## src/rtl/data_memory_arbiter_if.sv

```systemverilog
// One requester port of data_memory_arbiter: req/ready handshake, access payload
// and read return. The requester uses the master modport and the arbiter uses the slave modport.
interface data_memory_arbiter_if #(
    parameter int ADDR_WIDTH = 64,
    parameter int DATA_WIDTH = 64
) ();
    logic                  req;
    logic                  we;
    logic [ADDR_WIDTH-1:0] addr;
    logic [DATA_WIDTH-1:0] wdata;
    logic                  ready;
    logic                  rvalid;
    logic [DATA_WIDTH-1:0] rdata;

    modport master (output req, we, addr, wdata, input ready, rvalid, rdata);
    modport slave  (input req, we, addr, wdata, output ready, rvalid, rdata);
endinterface

```

## src/rtl/data_memory_arbiter.sv

```systemverilog
// Two-port arbiter in front of the single-port data_memory. Port 0 has priority, and a
// starvation guard forces port 1 through after STARVE_LIMIT consecutive port-0 grants.
module data_memory_arbiter #(
    parameter int ADDR_WIDTH   = 64,
    parameter int DATA_WIDTH   = 64,
    parameter int STARVE_LIMIT = 4
) (
    input  logic                  clock,
    input  logic                  reset,
    data_memory_arbiter_if.slave  p0,
    data_memory_arbiter_if.slave  p1,
    output logic                  mem_write,
    output logic                  mem_read,
    output logic [ADDR_WIDTH-1:0] address,
    output logic [DATA_WIDTH-1:0] write_data,
    input  logic [DATA_WIDTH-1:0] read_data,
    output logic                  busy
);
    typedef enum logic [1:0] {
        IDLE   = 2'd0,
        ACCESS = 2'd1,
        DONE   = 2'd2
    } state_t;

    localparam logic [3:0] STARVE_MAX = 4'(STARVE_LIMIT);

    state_t                state_q, state_d;
    logic [3:0]            starve_q, starve_d;
    logic                  owner_q, owner_d;

    logic                  any_req;
    logic                  grant_p1;
    logic                  win_we;
    logic [ADDR_WIDTH-1:0] win_addr;
    logic [DATA_WIDTH-1:0] win_wdata;

    logic                  mem_write_d, mem_read_d, busy_d;
    logic [ADDR_WIDTH-1:0] address_d;
    logic [DATA_WIDTH-1:0] write_data_d;
    logic [1:0]            ready_d, ready_q;
    logic [1:0]            rvalid_d, rvalid_q;
    logic [DATA_WIDTH-1:0] p0_rdata_d, p0_rdata_q;
    logic [DATA_WIDTH-1:0] p1_rdata_d, p1_rdata_q;

    assign any_req   = p0.req | p1.req;
    // Port 1 also wins a tie once port 0 has taken STARVE_LIMIT grants in a row over it.
    assign grant_p1  = p1.req & (~p0.req | (starve_q == STARVE_MAX));
    assign win_we    = grant_p1 ? p1.we    : p0.we;
    assign win_addr  = grant_p1 ? p1.addr  : p0.addr;
    assign win_wdata = grant_p1 ? p1.wdata : p0.wdata;

    // NOTE: non-blocking assignments make every flop sample pre-edge values, so the order of statements cannot change behaviour.
    always_ff @(posedge clock) begin
        if (reset) begin
            state_q  <= IDLE;
            starve_q <= '0;
            owner_q  <= 1'b0;
        end else begin
            state_q  <= state_d;
            starve_q <= starve_d;
            owner_q  <= owner_d;
        end
    end

    always_comb begin
        // NOTE: defaults come first, so every path assigns every variable and no latch is inferred.
        state_d  = state_q;
        starve_d = starve_q;
        owner_d  = owner_q;
        unique case (state_q)
            IDLE: begin
                if (any_req) begin
                    state_d = ACCESS;
                    owner_d = grant_p1;
                end
                if (!p1.req || grant_p1) begin
                    starve_d = '0;
                end else if (starve_q != STARVE_MAX) begin
                    starve_d = starve_q + 4'd1;
                end
            end
            ACCESS:  state_d = DONE;
            DONE:    state_d = IDLE;
            default: state_d = IDLE;
        endcase
    end

    // Next values of the registered outputs. During ACCESS, mem_read is already the latched direction.
    always_comb begin
        mem_write_d  = 1'b0;
        mem_read_d   = 1'b0;
        address_d    = '0;
        write_data_d = '0;
        busy_d       = 1'b0;
        ready_d      = '0;
        rvalid_d     = '0;
        p0_rdata_d   = p0_rdata_q;
        p1_rdata_d   = p1_rdata_q;
        unique case (state_q)
            IDLE: begin
                if (any_req) begin
                    mem_write_d  = win_we;
                    mem_read_d   = ~win_we;
                    address_d    = win_addr;
                    write_data_d = win_wdata;
                    busy_d       = 1'b1;
                end
            end
            ACCESS: begin
                busy_d            = 1'b1;
                ready_d[owner_q]  = 1'b1;
                rvalid_d[owner_q] = mem_read;
                if (mem_read) begin
                    if (owner_q) p1_rdata_d = read_data;
                    else         p0_rdata_d = read_data;
                end
            end
            default: ;
        endcase
    end

    always_ff @(posedge clock) begin
        if (reset) begin
            mem_write  <= 1'b0;
            mem_read   <= 1'b0;
            address    <= '0;
            write_data <= '0;
            busy       <= 1'b0;
            ready_q    <= '0;
            rvalid_q   <= '0;
            p0_rdata_q <= '0;
            p1_rdata_q <= '0;
        end else begin
            mem_write  <= mem_write_d;
            mem_read   <= mem_read_d;
            address    <= address_d;
            write_data <= write_data_d;
            busy       <= busy_d;
            ready_q    <= ready_d;
            rvalid_q   <= rvalid_d;
            p0_rdata_q <= p0_rdata_d;
            p1_rdata_q <= p1_rdata_d;
        end
    end

    assign p0.ready  = ready_q[0];
    assign p0.rvalid = rvalid_q[0];
    assign p0.rdata  = p0_rdata_q;
    assign p1.ready  = ready_q[1];
    assign p1.rvalid = rvalid_q[1];
    assign p1.rdata  = p1_rdata_q;
endmodule
```

## src/flat_wrapper.sv

```systemverilog
// flat-port wrapper written by rule: the top's interface ports become plain ports
module data_memory_arbiter_flat 
#(
    parameter int ADDR_WIDTH   = 64,
    parameter int DATA_WIDTH   = 64,
    parameter int STARVE_LIMIT = 4
)
  (clock, reset, mem_write, mem_read, address, write_data, read_data, busy, p0_req, p0_we, p0_addr, p0_wdata, p0_ready, p0_rvalid, p0_rdata, p1_req, p1_we, p1_addr, p1_wdata, p1_ready, p1_rvalid, p1_rdata);
  data_memory_arbiter_if #(.ADDR_WIDTH(ADDR_WIDTH), .DATA_WIDTH(DATA_WIDTH)) p0_i ();
  data_memory_arbiter_if #(.ADDR_WIDTH(ADDR_WIDTH), .DATA_WIDTH(DATA_WIDTH)) p1_i ();
  input  logic clock;
  input  logic reset;
  output logic mem_write;
  output logic mem_read;
  output logic [ADDR_WIDTH-1:0] address;
  output logic [DATA_WIDTH-1:0] write_data;
  input  logic [DATA_WIDTH-1:0] read_data;
  output logic busy;
  input wire logic [$bits(p0_i.req)-1:0] p0_req;
  input wire logic [$bits(p0_i.we)-1:0] p0_we;
  input wire logic [$bits(p0_i.addr)-1:0] p0_addr;
  input wire logic [$bits(p0_i.wdata)-1:0] p0_wdata;
  output wire logic [$bits(p0_i.ready)-1:0] p0_ready;
  output wire logic [$bits(p0_i.rvalid)-1:0] p0_rvalid;
  output wire logic [$bits(p0_i.rdata)-1:0] p0_rdata;
  input wire logic [$bits(p1_i.req)-1:0] p1_req;
  input wire logic [$bits(p1_i.we)-1:0] p1_we;
  input wire logic [$bits(p1_i.addr)-1:0] p1_addr;
  input wire logic [$bits(p1_i.wdata)-1:0] p1_wdata;
  output wire logic [$bits(p1_i.ready)-1:0] p1_ready;
  output wire logic [$bits(p1_i.rvalid)-1:0] p1_rvalid;
  output wire logic [$bits(p1_i.rdata)-1:0] p1_rdata;
  assign p0_i.req = p0_req;
  assign p0_i.we = p0_we;
  assign p0_i.addr = p0_addr;
  assign p0_i.wdata = p0_wdata;
  assign p0_ready = p0_i.ready;
  assign p0_rvalid = p0_i.rvalid;
  assign p0_rdata = p0_i.rdata;
  assign p1_i.req = p1_req;
  assign p1_i.we = p1_we;
  assign p1_i.addr = p1_addr;
  assign p1_i.wdata = p1_wdata;
  assign p1_ready = p1_i.ready;
  assign p1_rvalid = p1_i.rvalid;
  assign p1_rdata = p1_i.rdata;
  data_memory_arbiter #(.ADDR_WIDTH(ADDR_WIDTH), .DATA_WIDTH(DATA_WIDTH), .STARVE_LIMIT(STARVE_LIMIT)) u_core (.clock(clock), .reset(reset), .p0(p0_i), .p1(p1_i), .mem_write(mem_write), .mem_read(mem_read), .address(address), .write_data(write_data), .read_data(read_data), .busy(busy));
endmodule
```

## config.mk

```make
export PLATFORM = sky130hd
export DESIGN_NAME = data_memory_arbiter_flat
export DESIGN_NICKNAME = d
export VERILOG_FILES = /design/src/rtl/data_memory_arbiter_if.sv /design/src/rtl/data_memory_arbiter.sv /design/src/flat_wrapper.sv
export SDC_FILE = /design/constraint.sdc
export NUM_CORES = 1
export LEC_CHECK = 0
export CAP_MARGIN = 10
export CORE_AREA = 3 3 227 229
export DETAILED_ROUTE_END_ITERATION = 10
export DIE_AREA = 0 0 230 232
export PLACE_DENSITY = 0.54
export SLEW_MARGIN = 20
export SYNTH_ARGS = -nofsm -noshare
export SYNTH_HDL_FRONTEND = slang
export SYNTH_SLANG_ARGS = --single-unit
```

## constraint.sdc

```tcl
create_clock -name clock -period 1.9 [get_ports clock]
set_input_delay 0.475 -clock clock [delete_from_list [all_inputs] [get_ports clock]]
set_output_delay 0.475 -clock clock [all_outputs]
set_load 0.1 [all_outputs]
```

==> results of run 1 <==
-- metal layers --
layer	track usage (%)	wire length [µm]	up-vias
met5	0	11	-
met4	5.768	1540	2
met3	6.808	4557	79
met2	29.31	23400	450
met1	18.96	18120	5372
li1	-	-	5487
-- power breakdown --
group	internal, mW	leakage, nW	switching, mW
logic	1.82	4.94	2.62
clock network	3.99	0.553	2.56
registers	5.90	2.20	0.200
total	11.7	7.69	5.38
-- metrics by stage --
step           cells  setup slack (ns)  area (µm²)
5_1_grt         2453           0.03271       21380
4_1_cts         2451           0.08421       21380
3_5_place_dp    2391           -0.1527       20250
2_1_floorplan   1234           0.02713       11040
3_3_place_gp    2391           -0.1136       20250
6_report        2454            0.1138       21380
-- logic make-up after synthesis --
kind of cell | count (synthesis) | synth area share, %
DFF | 270 | 48.95
and+or+nand+nor | 548 | 25.25
AOI/OAI and AO/OA | 134 | 6.198
muxes | 130 | 11.79
adders and majority gates | 2 | 0.2266
buffers and inverters | 150 | 7.580
-- layout make-up --
cell class,instances,area (µm²),share of cell area [%]
Multi-Input combinational cell,814,4836,22.61
Clock buffer,51,1017,4.757
Inverter,3,18.77,0.08777
Antenna cell,3,7.507,0.03511
Clock inverter,9,112.6,0.5266
Sequential cell,270,5405,25.28
Tap cell,672,840.8,3.932
Timing Repair Buffer,632,9146,42.77
-- critical path: stages (launching register included) --
cell	delay, ns
dfxtp_1	0.34
inv_1	0.08
ha_1	0.16
nand3b_2	0.17
a21boi_4	0.27
buf_12	0.19
buf_12	0.20
mux2i_1	0.27
-- synth_stat cells --
master / n / share of area [%]
mux2_2: 1 / 0.10
dfxtp_1: 270 / 49
nor2_1: 6 / 0.20
ha_1: 2 / 0.23
a21oi_1: 130 / 5.9
nor3_1: 1 / 0.045
mux2i_1: 129 / 12
buf_4: 12 / 0.82
a32o_1: 1 / 0.091
inv_2: 1 / 0.034
nand3b_2: 1 / 0.10
nand4b_1: 3 / 0.24
and4bb_2: 1 / 0.11
or2_2: 2 / 0.11
and4b_1: 2 / 0.18
nor2b_1: 1 / 0.057
buf_8: 1 / 0.14
nand4_1: 261 / 15
inv_1: 2 / 0.068
a31oi_1: 2 / 0.11
and2_1: 3 / 0.17
a21boi_2: 1 / 0.10
nor3b_1: 1 / 0.068
buf_12: 9 / 1.6
nand3_1: 2 / 0.091
clkbuf_1: 56 / 1.9
buf_1: 12 / 0.41
buf_2: 57 / 2.6
nand4bb_1: 1 / 0.10
nor4_1: 2 / 0.11
nand2_1: 261 / 8.9
-- sequential cells by signal, summed over array words and instances, names as in the netlist --
name / flops
u_core.address: 64
u_core.starve_q: 4
u_core.mem_read: 1
u_core.ready_q: 2
u_core.p0.rdata: 64
u_core.p1.rdata: 64
u_core.busy: 1
u_core.state_q: 2
u_core.write_data: 64
u_core.rvalid_q: 2
u_core.mem_write: 1
u_core.owner_q: 1
-- worst paths after layout --
| kind | cells after the start | startpoint | end |
|---|---|---|---|
| max | 7 | u_core.starve_q[0] | u_core.address[55] |
| min | 2 | reset | u_core.state_q[0] |
| max reg2reg | 7 | u_core.starve_q[0] | u_core.address[55] |
| min reg2reg | 2 | u_core.p1.rdata[58] | u_core.p1.rdata[58] |
==> flow_summary_export.csv, run 1 <==
group,metric,value,unit
status,status,"completed",
clocking,cts_sinks,270,
clocking,cts_tree,"built",
synth,syn_area_per_cell,8.949,µm²
clocking,clk_latency,0.53,ns
layout,nets,2084,
power_and_ir_drop,power_leakage,7.690,nW
layout,final_cell_mix,"324 x clkdlybuf4s50_1, 287 x buf_12, 270 x dfxtp_1",
sta,period_minus_slack,1.786,ns
power_and_ir_drop,power_density,798.8,nW/µm²
place,io_buffers,588,
grt,grt_overflow_total,0,
sta,clock_skew,0.02315,ns
floorplanning,start_util,22.15,%
floorplanning,ios,589,
drt,drc,0,
clocking,cts_hold_buf,0,
layout,syn_to_final_growth,93.64,%
floorplanning,die_w,230,µm
sta,whs,0.2834,ns
setup_path,cp.arrival,2.22,ns
clocking,numCtsBuffers,35,
synth,syn_area,11040,µm²
flow_run,cap_violations,0,
setup_path,crit_fanout,21,
grt,grtUsageTotal,16.96,%
synth,yosysUniqueCellTypes,31,
sta,post-route-period-util,94.01,%
sta,worstMarginPinSlew,0.6037,ns
grt,grt_pass1_vias,11342,
synth,synth_warnings,0,
sta,hold_violations,0,
place,dp.final_hpwl,35.47,mm
setup_path,rrSetupSlack,0.11,ns
drt,antenna_left,0,
drt,dr.pass1.iters,7,
clocking,cts_root_buf,"clkbuf_16",
sta,rsz0062_at_grt,"no",
floorplanning,die_area,53360,µm²
clocking,post_cts_buffers,0,
grt,antenna_found_initial,7,
sta,timing.fmax,559.8,MHz
drt,wire_per_inst,19.41,µm
grt,grt_pass1_wl,69.77,mm
sta,tns,0,ns
sta,setup_viol,0,
clocking,clkTransAtPathRegs,0.06,ns
power_and_ir_drop,ir_worst_vdd,0.0004708,V
sta,relSlewSlack,59.76,%
layout,postLayoutCoreUtil,42.89,%
power_and_ir_drop,power,17.08,mW
clocking,htreeDepth,2,
setup_path,required,2.33,ns
setup_path,crit_type,"flop to flop",
layout,nFillCells,4774,
drt,vias,11390,
floorplanning,die_height,232,µm
hold_path,hold_class,"primary input to flop",
drt,avgViaCountPerCell,4.641,
setup_path,critPathLaunchType,"flop",
grt,grt_max_degree,131,
layout,drive_above_1_share,20.74,%
layout,mostFrequentLayoutCell,"clkdlybuf4s50_1",
drt,routed_wl,47.62,mm
floorplanning,core,49860,µm²
place,place_congestion,0.8177,
setup_path,setup.worst_path.end_class,"flop",
synth,synth_nets,1562,
clocking,clock_path_buffers,3,
drt,drt_iter0_drc,451,
synth,yosysSeqAreaShare,48.95,%
synth,synth_cells,1234,
clocking,cts_resized,0,
sta,final_max_slew_viol_count,0,
synth,ys_ff_latch,270,
floorplanning,std_cell_rows,82,
(Power assumes the default switching activity.)
==> run 2: changes to the inputs <==
- ABC_CLOCK_PERIOD_IN_PS: default -> 1900
- SLEW_MARGIN: 20 -> default
- TNS_END_PERCENT: default -> 100
==> results of run 2 <==
No change in the layout: final DEF, timing and power equal those of run 1.
==> run 3: changes to the inputs <==
- PLACE_DENSITY: 0.54 -> 0.53
==> run 3 against run 2 <==
Against the previous run: critical path depth unchanged; flip-flop and latch count unchanged; worst setup slack better by 0.058 ns; global-route usage up 0.20 points; sequential share of layout area down 0.37 points; clock skew down 0.012 ns; via count up 0.25%; design area up 1.5%; routed wire length up 1.3%; final cell count up 1.3%; register-to-register slack better by 0.06 ns; critical endpoint is now u_core.write_data[38]; largest cell class unchanged.
==> flow_summary_export.csv, run 3 (synthesis results as in run 1) <==
group,metric,value,unit
status,status,"completed",
drt,antenna_left,0,
hold_path,hold_class,"primary input to flop",
clocking,cts_hold_buf,0,
power_and_ir_drop,switchingPower,5.453,mW
layout,nFillCells,4774,
floorplanning,die_w,230,µm
setup_path,required,2.32,ns
floorplanning,die_height,232,µm
drt,drc,0,
power_and_ir_drop,seqPwrFrac,34.9,%
clocking,post_cts_buffers,0,
setup_path,critPathLaunchType,"flop",
grt,grt_util_met1,19.08,%
sta,setup_viol,0,
sta,tns,0,ns
place,dp.final_hpwl,36.97,mm
layout,final_cells,2486,
clocking,cts_tree,"built",
floorplanning,std_cell_rows,82,
clocking,cts_resized,0,
power_and_ir_drop,pwr-share-comb,25.8,%
power_and_ir_drop,sw_frac_of_total,31.14,%
floorplanning,start_util,22.15,%
layout,seqCellArea,5406,µm²
layout,drive_above_1_share,22.41,%
sta,timing.fmax,578.7,MHz
layout,postLayoutCoreUtil,43.54,%
drt,dr.pass1.iters,5,
floorplanning,ios,589,
setup_path,crit_fanout,16,
place,io_buffers,588,
setup_path,rrSetupSlack,0.17,ns
setup_path,setup.worst_path.end_class,"flop",
clocking,clock_path_buffers,3,
layout,syn_to_final_growth,96.60,%
floorplanning,core,49860,µm²
grt,grt_max_degree,85,
power_and_ir_drop,clkPwrFrac,39.3,%
sta,worstMarginPinSlew,0.8925,ns
grt,met2_usage,29.47,%
sta,relSlewSlack,40.50,%
flow_run,cap_violations,0,
layout,mostFrequentLayoutCell,"clkdlybuf4s50_1",
sta,period_minus_slack,1.728,ns
grt,grt_overflow_total,0,
drt,drt_iter0_drc,549,
sta,post-route-period-util,90.94,%
sta,hold_violations,0,
clocking,cts_root_buf,"clkbuf_16",
place,place_inst,2422,
drt,wire_per_inst,19.41,µm
layout,nets,2115,
power_and_ir_drop,power_density,806.5,nW/µm²
setup_path,crit_type,"flop to flop",
power_and_ir_drop,ir_worst_vdd,0.0004986,V
grt,grtUsageTotal,17.16,%
drt,vias,11419,
sta,clock_skew,0.01101,ns
clocking,clk_latency,0.53,ns
floorplanning,die_area,53360,µm²
clocking,numCtsBuffers,35,
layout,final_area,21710,µm²
drt,routed_wl,48.26,mm
layout,final_cell_mix,"324 x clkdlybuf4s50_1, 288 x buf_12, 269 x dfxtp_1",
drt,avgViaCountPerCell,4.593,
clocking,clkTransAtPathRegs,0.06,ns
grt,met3_usage,7.728,%
grt,grt_busiest_layer,"met2",
layout,multi_input_area,4836,µm²
place,place_congestion,0.8351,
clocking,cts_sinks,270,
grt,grt_pass1_vias,11382,
grt,grt_pass1_wl,70.16,mm
power_and_ir_drop,power.internal,12.06,mW
power_and_ir_drop,power_leakage,7.896,nW
sta,rsz0062_at_grt,"no",
setup_path,cp.arrival,2.15,ns
clocking,htreeDepth,2,
place,placed_cell_area,20490,µm²
sta,final_max_slew_viol_count,0,
grt,antenna_found_initial,12,
## run 3: cell count changes in the layout (fill, tap and decap cells not counted), sizes merged
cell,previous run,this run
buf,308,339
diode,3,2
clkbuf,51,52
clkinvlp,1,0
bufinv,2,3
clkinv,5,6
## run 3: final cells by class
type | count | share of cell area, %
antenna | 2 | 0.02305
sequential | 270 | 24.90
timing repair buffer | 663 | 43.26
multi-input combinational | 814 | 22.27
inverter | 3 | 0.08645
tap | 672 | 3.873
clock buffer | 52 | 4.887
clock inverter | 10 | 0.6973
## run 3: path summary, 6_finish.rpt
check                      start               endpoint  depth (start not counted)
max           u_core.starve_q[0]  u_core.write_data[38]                          7
min                        reset      u_core.state_q[1]                          2
max reg2reg   u_core.starve_q[0]  u_core.write_data[38]                          7
min reg2reg  u_core.p1.rdata[37]    u_core.p1.rdata[37]                          2
## run 3: metal layers
layer	part of all wire, %	up-vias
met4	2.9	12
met3	11	84
met1	38	5312
met2	48	464
li1	-	5547
met5	0.17	-
## run 3: power groups by stage
| stage | logic [mW] | clock network (mW) | registers, mW |
|---|---|---|---|
| 2_1_floorplan | 0.877 | 0 | 7.72 |
| 3_3_place_gp | 4.52 | 0 | 6.23 |
| 3_5_place_dp | 4.54 | 0 | 6.23 |
| 4_1_cts | 4.55 | 7.17 | 6.11 |
| 5_1_grt | 4.70 | 7.37 | 6.13 |
| 6_report | 4.52 | 6.88 | 6.11 |
## run 3: stage by stage
step	power [mW]	hold slack, ns	setup slack [ns]
after floorplan	8.599	0.4701	0.02713
after global placement	10.74	0.4789	-0.2388
after detailed placement	10.77	0.4835	-0.2133
after CTS	17.83	0.2502	0.01858
after global routing	18.20	0.2719	0.01590
final	17.51	0.2730	0.1721
## run 3: critical path: stages, from the launching register on
cell and delay [ns]:
dfxtp_1 0.34, inv_1 0.09, ha_1 0.16, nand3b_2 0.15, a21boi_4 0.23, buf_12 0.20
buf_12 0.15, mux2i_1 0.30
